## config.mk

```make
export PLATFORM = sky130hd
export DESIGN_NAME = rr_arb_2to1_8bits
export DESIGN_NICKNAME = d
export VERILOG_FILES = /design/src/rtl/rr_arb_2to1_8bits.sv
export SDC_FILE = /design/constraint.sdc
export NUM_CORES = 1
export LEC_CHECK = 0
export CORE_MARGIN = 10
export CORE_UTILIZATION = 49
export DETAILED_ROUTE_END_ITERATION = 12
export PLACE_DENSITY = 0.84
export SLEW_MARGIN = 15
export SYNTH_ARGS = -nofsm -noshare
export SYNTH_HDL_FRONTEND = slang
export SYNTH_SLANG_ARGS = --single-unit
export TNS_END_PERCENT = 30
```

## constraint.sdc

```tcl
create_clock -name CLK -period 2.7 [get_ports CLK]
set_input_delay 0.405 -clock CLK [delete_from_list [all_inputs] [get_ports CLK]]
set_output_delay 0.405 -clock CLK [all_outputs]
set_load 0.01 [all_outputs]
```

## src/rtl/rr_arb_2to1_8bits.sv

```systemverilog
// rr_arb_2to1_8bits
// Two-requester round-robin arbiter sharing one registered byte channel.
// A grant is held for at most MAX_BURST transfers while the other side waits,
// then handed over directly (no idle bubble). The selected byte and its source
// code are captured in a valid/ready output stage.
//
// Ports:
//   CLK        clock, rising edge
//   RST        synchronous, active-high reset
//   REQ1/REQ2  requester valid
//   DATA1/2    requester data, sampled only on a transfer
//   ACK1/ACK2  requester accepted this cycle (combinational)
//   OUT_VALID  output byte valid (registered)
//   OUT_DATA   output byte (registered)
//   OUT_SEL    source of OUT_DATA: 0 = requester 1, 1 = requester 2
//   OUT_READY  downstream accepts OUT_DATA when high with OUT_VALID
module rr_arb_2to1_8bits #(
   parameter int DATA_W    = 8,
   parameter int MAX_BURST = 4
) (
   input  logic              CLK,
   input  logic              RST,
   input  logic              REQ1,
   input  logic [DATA_W-1:0] DATA1,
   output logic              ACK1,
   input  logic              REQ2,
   input  logic [DATA_W-1:0] DATA2,
   output logic              ACK2,
   output logic              OUT_VALID,
   output logic [DATA_W-1:0] OUT_DATA,
   output logic              OUT_SEL,
   input  logic              OUT_READY
);

   typedef enum logic [1:0] {
      IDLE   = 2'd0,
      GRANT1 = 2'd1,
      GRANT2 = 2'd2
   } state_t;

   localparam logic [3:0] LAST_CNT = 4'(MAX_BURST - 1);

   state_t     state, state_nxt;
   logic [3:0] cnt, cnt_nxt;
   logic       last, last_nxt;   // last source granted: 0 = req 1, 1 = req 2
   logic       free;
   logic       burst_done;

   assign free       = ~OUT_VALID | OUT_READY;
   assign burst_done = (cnt == LAST_CNT);

   // ACK is held low during reset so no byte is accepted in a reset cycle.
   assign ACK1 = ~RST & (state == GRANT1) & REQ1 & free;
   assign ACK2 = ~RST & (state == GRANT2) & REQ2 & free;

   always_comb begin
      state_nxt = state;
      cnt_nxt   = cnt;
      last_nxt  = last;
      unique case (state)
         IDLE: begin
            // On a tie, requester 1 wins when requester 2 was granted last.
            if (REQ1 & (~REQ2 | last)) begin
               state_nxt = GRANT1;
               last_nxt  = 1'b0;
               cnt_nxt   = 4'd0;
            end else if (REQ2) begin
               state_nxt = GRANT2;
               last_nxt  = 1'b1;
               cnt_nxt   = 4'd0;
            end
         end
         GRANT1: begin
            if (~REQ1) begin
               // Release takes precedence over burst counting.
               cnt_nxt = 4'd0;
               if (REQ2) begin
                  state_nxt = GRANT2;
                  last_nxt  = 1'b1;
               end else begin
                  state_nxt = IDLE;
               end
            end else if (ACK1) begin
               if (burst_done) begin
                  cnt_nxt = 4'd0;
                  if (REQ2) begin
                     state_nxt = GRANT2;
                     last_nxt  = 1'b1;
                  end
               end else begin
                  cnt_nxt = cnt + 4'd1;
               end
            end
         end
         GRANT2: begin
            if (~REQ2) begin
               cnt_nxt = 4'd0;
               if (REQ1) begin
                  state_nxt = GRANT1;
                  last_nxt  = 1'b0;
               end else begin
                  state_nxt = IDLE;
               end
            end else if (ACK2) begin
               if (burst_done) begin
                  cnt_nxt = 4'd0;
                  if (REQ1) begin
                     state_nxt = GRANT1;
                     last_nxt  = 1'b0;
                  end
               end else begin
                  cnt_nxt = cnt + 4'd1;
               end
            end
         end
         default: begin
            state_nxt = IDLE;
            cnt_nxt   = 4'd0;
         end
      endcase
   end

   always_ff @(posedge CLK) begin
      if (RST) begin
         state <= IDLE;
         cnt   <= 4'd0;
         last  <= 1'b1;
      end else begin
         state <= state_nxt;
         cnt   <= cnt_nxt;
         last  <= last_nxt;
      end
   end

   // Output stage: a transfer loads the byte even when the consumer takes the
   // current one in the same cycle, keeping one byte per cycle throughput.
   always_ff @(posedge CLK) begin
      if (RST) begin
         OUT_VALID <= 1'b0;
         OUT_DATA  <= '0;
         OUT_SEL   <= 1'b0;
      end else if (ACK1) begin
         OUT_VALID <= 1'b1;
         OUT_DATA  <= DATA1;
         OUT_SEL   <= 1'b0;
      end else if (ACK2) begin
         OUT_VALID <= 1'b1;
         OUT_DATA  <= DATA2;
         OUT_SEL   <= 1'b1;
      end else if (OUT_READY) begin
         OUT_VALID <= 1'b0;
      end
   end

endmodule

```

==> flow_summary.yaml <==
logic_synthesis:
  synth.distinct_cells: 41
  synth_compound_area_frac: 0.278
  synth_xor_area_frac: 0
  synth_edf_count: 0
  syn_inst: 113
  synthesis.nets: 139
  ys_async_sr_fraction: 0
  synth_most_common_cell: "dfxtp_1"
  muxShareOfSynthArea: 0.0870
  yosys_most_used_dff: "dfxtp_1"
  yosysTopAreaCellShare: 0.329
  synth_top_area_cell: "dfxtp_1"
  synthSimpleGateAreaFrac: 0.193
  synth_top_family_by_area: "compound AO/OA/AOI/OAI gates"
  synth_area_um2: 1040
  netlist_top_cells_count: "dfxtp_1 (17), nor2_1 (15), mux2i_1 (9)"
  synth_area_per_cell_um2: 9.17
  ys_seq_area_frac: 0.329
  ys_seq_elements: 17
  synthTopCellsByArea: "dfxtp_1 (33%), mux2i_1 (8.7%), ha_1 (6.0%), a211oi_1 (5.8%), nor2_1 (5.4%)"
  yosysWarningCount: 0
  synthAdderAreaFrac: 0.0604
clocking:
  post_cts_buffers: 0
  cts_resized: 0
  htreeDepth: 1
  cts-root-buf: "clkbuf_4"
  cts_tree: "yes"
  clock_latency_ps: 290
  clkTransAtPathRegs_ps: 100
  cts_hold_buf: 0
  cts_made_buffers: 3
  cts.sinks: 17
  clockBufferDepth: 2
critical_path:
  crit_type: "register to output port"
  crit_chain: "inv_1 > ha_1 > and3_1 > and2_1 > clkdlybuf4s50_1"
  worst_setup_path_start_kind: "register"
  reg2reg_to: "last"
  r2r_start: "state[0]"
  critPathCaptureType: "output port"
  cp_slowest_cell: "clkdlybuf4s50_1"
  required_ps: 2300
  crit_arrival_ps: 1980
  reg2reg_depth: 6
  max_stage_delay_ps: 550
  critPathMaxFanout: 5
  r2r_slack_ps: 870
drt:
  dr_total_vias: 992
  vias_per_cell: 5.64
  drc: 0
  ant_nets: 0
  post_drt_wl_per_cell_um: 15.5
  highest_layer: "met4"
  finalWirelength_mm: 2.73
  drtIter0Drc: 30
  dr.pass1.iters: 4
  met1Wirelength_mm: 1.26
  wl_met3_um: 237
  met2WireLength_mm: 1.22
place:
  place_congestion: 0.863
  dp_hpwl_mm: 2.22
  portBuffers: 32
finish:
  fillers: 144
  layout-drive-gt1-share: 0.114
  fin_nets: 176
  syn2layout_area_growth_pct: 37.2
  antennaDiodeCount: 0
pwr:
  seqPwrFrac: 0.350
  pwr-share-clk: 0.141
  total_power_uw: 973
  netSwitchingFraction: 0.366
  peakVddDrop_mv: 0.387
  p_leak_uw: 0.000554
  combPwrFrac: 0.509
  switchingPower_uw: 356
  cellPowerDensity_nw_per_um2: 685
  intPower_uw: 617
timing:
  tightest_slew_ps: 403
  relSlewSlack: 0.730
  maxSlewViolCount: 0
  finalSetupTns_ps: 0
  clock.fmax_ghz: 0.420
  clock_skew_ps: 9.22
  min_period_ps: 2380
  hold_violations: 0
  hold_slack_ps: 528
  setup_viol: 0
  layout_worst_path_cycle_share: 0.882
  rsz0062_at_grt: "false"
grt:
  gr-total-overflow: 0
  grt_pass1_vias: 971
  grt_pass1_wl_mm: 4.70
  antenna_found_initial: 0
  track_usage: 0.132
  grt_max_degree: 18
die:
  fp.dieArea_um2: 4350
  row_count: 16
  start_util: 0.523
  dieWidth_um: 66.0
  core_area_um2: 1980
  die_h_um: 66.0
  io-pin-count: 33
worst_hold_path:
  hp-class: "register to register"
  min_delay_path_depth: 1
  hold_end: "OUT_SEL"
  hp-start: "OUT_SEL"
flow_run:
  maxCapViolCount: 0
status:
  run_status: "finished, final reports clean"
==> logic make-up after synthesis <==
| kind of cell | count (synthesis) |
|---|---|
| AND/OR/NAND/NOR | 36 |
| adder cells (fa/ha/maj) | 5 |
| multiplexers | 9 |
| AO/OA/AOI/OAI | 36 |
| flip-flops | 17 |
| buffers and inverters | 10 |
==> worst max-delay path: cells and delay by family (launching register included) <==
kind	cells	cell delay, ps
buffers and inverters	2	670
DFF	1	350
and+or+nand+nor	2	350
adders and majority gates	1	320
==> state kept, by name, summed over array words and instances, names as in the netlist <==
name	cells
OUT_DATA	8
cnt	4
state	2
OUT_SEL	1
OUT_VALID	1
last	1
==> layout by cell type (no fill, tap or decap), types with 2 or more instances in the layout <==
cell type	count
a21oi_1	7
a31oi_1	2
and2_1	2
nor3b_2	2
nor2_1	15
o21ai_0	3
nand3_1	3
ha_1	5
clkdlybuf4s50_1	32
inv_1	4
nand2_1	3
clkbuf_4	3
buf_4	6
a311oi_1	2
a211oi_1	8
nand2b_1	3
mux2i_1	9
dfxtp_1	17
==> stage by stage <==
step / cells / instance area (um2) / utilization / setup WS, ps
final: 176 / 1420 / 0.717 / 319
after CTS: 176 / 1420 / 0.717 / 321
after global routing: 176 / 1420 / 0.717 / 207
after global placement: 172 / 1400 / 0.704 / 406
after floorplan: 113 / 1040 / - / 1010
after detailed placement: 172 / 1400 / 0.704 / 392
==> metal layers <==
metal | track usage | vias to the layer above
li1 | - | 491
met2 | 0.209 | 39
met4 | 0.0288 | 0
met5 | 0 | -
met1 | 0.162 | 459
met3 | 0.0542 | 3
==> power by group through the flow <==
stage / clock, uW / combinational, uW / sequential [uW]
5_1_grt: 151 / 551 / 348
2_1_floorplan: 0 / 308 / 356
4_1_cts: 142 / 498 / 341
6_report: 137 / 496 / 341
3_5_place_dp: 0 / 496 / 345
3_3_place_gp: 0 / 480 / 344
==> layout make-up <==
class                   count  area [um2]  area share
well taps                  27        33.8      0.0238
multi-input cells          86         641       0.451
flip-flops and latches     17         340       0.239
clock buffers               4        26.3      0.0185
inverters                   4        15.0      0.0106
repair buffers             38         365       0.257
==> worst max path at each step <==
stage / startpoint / end / slack, ps / depth (start not counted)
after floorplan: state[1] / ACK1 / 1010 / 5
after detailed placement: RST / ACK2 / 390 / 4
after global routing: state[0] / ACK2 / 210 / 5
after global placement: OUT_READY / ACK2 / 410 / 5
final: state[0] / ACK2 / 320 / 5
after CTS: state[0] / ACK2 / 320 / 5
No activity file was read; power rests on OpenSTA's default activity.
